`src/rtl/tnew_scoreboard.sv`:
```
// Producer-side hazard scoreboard: tracks dst/Tnew of E, M and W and resolves ID stall and forward selects.
// Stall and forward selects are combinational from current state; state advances every edge with no backpressure input.
module tnew_scoreboard #(
  parameter int REG_W = 5,
  parameter int T_W   = 2,
  parameter int CNT_W = 32
) (
  input  logic             clk,
  input  logic             rst_n,
  input  logic             id_valid,
  input  logic [REG_W-1:0] id_dst,
  input  logic [T_W-1:0]   id_tnew,
  input  logic             rs_used,
  input  logic [REG_W-1:0] rs_addr,
  input  logic [T_W-1:0]   rs_tuse,
  input  logic             rt_used,
  input  logic [REG_W-1:0] rt_addr,
  input  logic [T_W-1:0]   rt_tuse,
  input  logic             flush,
  output logic             stall,
  output logic [1:0]       rs_fwd,
  output logic [1:0]       rt_fwd,
  output logic [CNT_W-1:0] stall_cnt
);

  // index 0 = E, 1 = M, 2 = W
  logic [2:0]       vld;
  logic [REG_W-1:0] dst  [3];
  logic [T_W-1:0]   tnew [3];

  logic [1:0]       s_used;
  logic [REG_W-1:0] s_addr [2];
  logic [T_W-1:0]   s_tuse [2];
  logic [1:0]       s_stall;
  logic [1:0]       s_fwd  [2];

  function automatic logic [T_W-1:0] sat_dec(input logic [T_W-1:0] x);
    return (x == '0) ? '0 : x - T_W'(1);
  endfunction

  assign s_used    = {rt_used, rs_used};
  assign s_addr[0] = rs_addr;
  assign s_addr[1] = rt_addr;
  assign s_tuse[0] = rs_tuse;
  assign s_tuse[1] = rt_tuse;

  // Walk W -> E so the youngest matching stage is the one left standing.
  always_comb begin
    s_stall  = '0;
    s_fwd[0] = 2'b00;
    s_fwd[1] = 2'b00;
    for (int s = 0; s < 2; s++) begin
      if (s_used[s] && s_addr[s] != '0) begin
        for (int i = 2; i >= 0; i--) begin
          if (vld[i] && dst[i] == s_addr[s]) begin
            s_stall[s] = tnew[i] > s_tuse[s];
            s_fwd[s]   = (tnew[i] == '0) ? 2'(i + 1) : 2'b00;
          end
        end
      end
    end
  end

  assign stall  = id_valid & (|s_stall);
  assign rs_fwd = (stall | flush) ? 2'b00 : s_fwd[0];
  assign rt_fwd = (stall | flush) ? 2'b00 : s_fwd[1];

  always_ff @(posedge clk or negedge rst_n) begin
    if (!rst_n) begin
      vld       <= '0;
      stall_cnt <= '0;
      for (int i = 0; i < 3; i++) begin
        dst[i]  <= '0;
        tnew[i] <= '0;
      end
    end else begin
      vld     <= flush ? 3'b000 : {vld[1], vld[0], id_valid & ~stall};
      dst[2]  <= dst[1];
      dst[1]  <= dst[0];
      dst[0]  <= id_dst;
      tnew[2] <= sat_dec(tnew[1]);
      tnew[1] <= sat_dec(tnew[0]);
      tnew[0] <= id_tnew;
      if (stall && !flush && stall_cnt != '1)
        stall_cnt <= stall_cnt + CNT_W'(1);
    end
  end

endmodule

```
`config.mk`:
```
export PLATFORM = sky130hd
export DESIGN_NAME = tnew_scoreboard
export DESIGN_NICKNAME = d
export VERILOG_FILES = /design/src/rtl/tnew_scoreboard.sv
export SDC_FILE = /design/constraint.sdc
export NUM_CORES = 1
export LEC_CHECK = 0
export CAP_MARGIN = 20
export CORE_ASPECT_RATIO = 0.6
export CORE_MARGIN = 5
export CORE_UTILIZATION = 40
export DETAILED_ROUTE_END_ITERATION = 12
export GPL_TIMING_DRIVEN = 0
export PLACE_DENSITY_LB_ADDON = 0.08
export SLEW_MARGIN = 0
export SYNTH_ARGS = -nofsm -noshare
export SYNTH_HDL_FRONTEND = slang
export SYNTH_SLANG_ARGS = --single-unit
export TNS_END_PERCENT = 50
```
`constraint.sdc`:
```
create_clock -name clk -period 2.8 [get_ports clk]
set_input_delay 0.56 -clock clk [delete_from_list [all_inputs] [get_ports clk]]
set_output_delay 0.56 -clock clk [all_outputs]
set_load 0.01 [all_outputs]
```
==> results.cfg <==
[status]
status = finished, violations left
failed_checks = negative setup slack

[final_layout]
layout-drive-gt1-share = 0.177
design_area_um2 = 4190
area_delta_synth_final_pct = 37.5
nets = 407
final_core_utilization = 0.572
num_antenna_cells = 0

[floorplanning]
die_w_um = 123
io_pins = 64
chipHeight_um = 77.6
initial_utilization = 0.416
row_count = 24
core_region_area_um2 = 7330
dieArea_um2 = 9530

[route]
detail-route-antenna-nets = 0
wl_per_cell_um = 17.4
vias = 2466
via_per_inst = 5.24
firstDrtPassIters = 4
drt_iter0_drc = 172
routed_wl_um = 8190
drc = 0

[grt]
grt_util_met1 = 0.294
grt-ovfl-total = 0
antenna_found_initial = 0
busiest_layer = met1
grt_usage = 0.182
grt_pass1_vias = 2472
grt_pass1_wl_um = 13500
grt_max_degree = 39
use_met2 = 0.234
use_met3 = 0.0567

[timing]
finalSetupViolCount = 5
finClkSkew_ns = 0.00654
finalSetupTns_ns = -0.636
fmax_mhz = 335
worst_slack_ns = -0.185
relSlewSlack = 0.450
period_share = 1.07
fin_crit_ns = 2.99
rsz0062_at_grt = yes
worst_slew_pin_slew_ns = 0.822
drv_slew = 0
whs_ns = 0.205
final_hold_viol_count = 0

[pwr]
finalPower_mw = 1.72
power_density_nw_per_um2 = 410
p_leak_nw = 1.74
ir_drop_v = 0.000225

[logic_synthesis]
yosysUniqueCellTypes = 37
async_flop_share = 1.00
syn_area_um2 = 3050
synth_area_per_cell_um2 = 10.5
synth-edff-count = 0
synth-warning-count = 0
ys_seq_area_frac = 0.460
yosys_register_bits = 56
synthCells = 291
synth_ff_type = dfrtp_1
synth.area.top_cells = dfrtp_1, xnor2_1, ha_1, nand4_1, xor2_1
syn-num-nets = 331
synth_top_area_cell = dfrtp_1
synth_top_area_frac = 0.460

[clock_network]
cts_sinks = 56
cts_tree = done
clockBufferDepth = 2
clk_pin_slew_ns = 0.07
cts_buffers = 5
clock_latency_ns = 0.29
cts_hold_buffers = 0
h-tree-depth = 2
clockRootBuffer = clkbuf_16

[worst_setup_path]
reg2reg_depth = 10
critical_path_arrival_ns = 2.43
cp_max_fo = 5
startpoint_type = primary input
end_kind = primary output
crit_required_ns = 2.24
worst-setup-path-type = in -> out

[placement]
gp_congestion = 0.861
port_buffers = 63
place_area_um2 = 3880
dp_hpwl_um = 6050

[run]
cap_viol_max_count = 0

[min_path]
worstHoldPathType = in -> async
worst max-delay path: stages:
cell	delay [ns]
dlygate4sd2_1	0.24
inv_2	0.10
ha_4	0.20
nor2b_1	0.12
o211ai_1	0.26
nor3_2	0.09
a211oi_4	0.27
o2bb2ai_4	0.10
and2_4	0.17
nor4_4	0.14
buf_2	0.17
worst paths after layout:
path / slack (ns) / start / endpoint
worst min-delay path: 0.21 / rst_n / tnew[3]$_DFF_PN0_
worst min register to register: 0.44 / dst[10]$_DFF_PN0_ / dst[5]$_DFF_PN0_
min in group clk: 0.44 / dst[10]$_DFF_PN0_ / dst[5]$_DFF_PN0_
max in group asynchronous: 2.04 / rst_n / stall_cnt[12]$_DFFE_PN0P_
worst max register to register: 0.23 / dst[8]$_DFF_PN0_ / stall_cnt[11]$_DFFE_PN0P_
worst max-delay path: -0.19 / rs_tuse[1] / rt_fwd[0]
state kept, by name, summed over array words and instances, names as in the netlist:
register / count
tnew: 6
dst: 15
vld: 3
stall_cnt: 32
report_power, final:
part	total, mW	internal [mW]	leakage [nW]	switching [mW]
Combinational	0.209	0.0992	0.924	0.110
Sequential	0.852	0.828	0.736	0.0241
Clock	0.656	0.376	0.0760	0.279
per-stage QoR:
stage               cells  setup WS, ns
finish                471        -0.185
global route          471        -0.299
CTS                   470        -0.139
detailed placement    459         -1.33
global placement      458         -1.30
floorplan             291       0.00191
metal layers:
layer  wire, um  part of all wire
met5          0                 0
met1       4460              0.54
met4         55            0.0067
met2       3180              0.39
met3        502             0.061
Yosys cell counts, types with 2 or more instances:
master and count:
o21ai_0 4, nand2_1 21, ha_1 13, buf_2 3, nand3_1 14, and4_1 2, nand4_1 20, nor2b_1 10
nor2_1 11, nor4_2 3, and3_1 16, or4_1 4, and2_1 10, mux2i_1 2, nor3_1 4, clkbuf_1 3
a21oi_1 4, nor4_1 4, xnor2_1 49, inv_1 7, o2111ai_1 2, xor2_1 12, dfrtp_1 56, a211oi_1 2
nand3b_1 3
kinds of logic after synthesis:
kind of cell,share of synthesized area
xor gates and xnor gates,0.175
muxes,0.0103
AOI/OAI and AO/OA,0.0410
and+or+nand+nor,0.243
adders and majority gates,0.0533
buffers and inverters,0.0172
DFF,0.460
area by class of cell:
class	count	area [um^2]
inverters	7	33.8
repair buffers	71	658
well taps	104	130
flip-flops and latches	56	1400
plain buffers	4	17.5
clock buffers	7	153
multi-input cells	222	1800
fillers	684	3130
layout by cell type, fill, tap and decap left out, drive strengths merged, types with 9 or more instances in the layout:
cell type,netlist,layout
dfrtp,56,56
xnor2,49,49
clkdlybuf4s50,0,43
nand2,21,21
buf,3,21
nand4,20,20
and3,16,16
nand3,14,14
ha,13,13
xor2,12,12
nor2,11,11
nor2b,10,10
and2,10,10
clkbuf,3,9
timing repair:
action	4_1_cts	5_1_grt
resized for setup	89	5
pin swaps	22	4
endpoints found under the hold margin	0	0
setup buffers	5	2
setup endpoints to repair	15	17
Note: power is estimated with default switching activity, not from simulation.
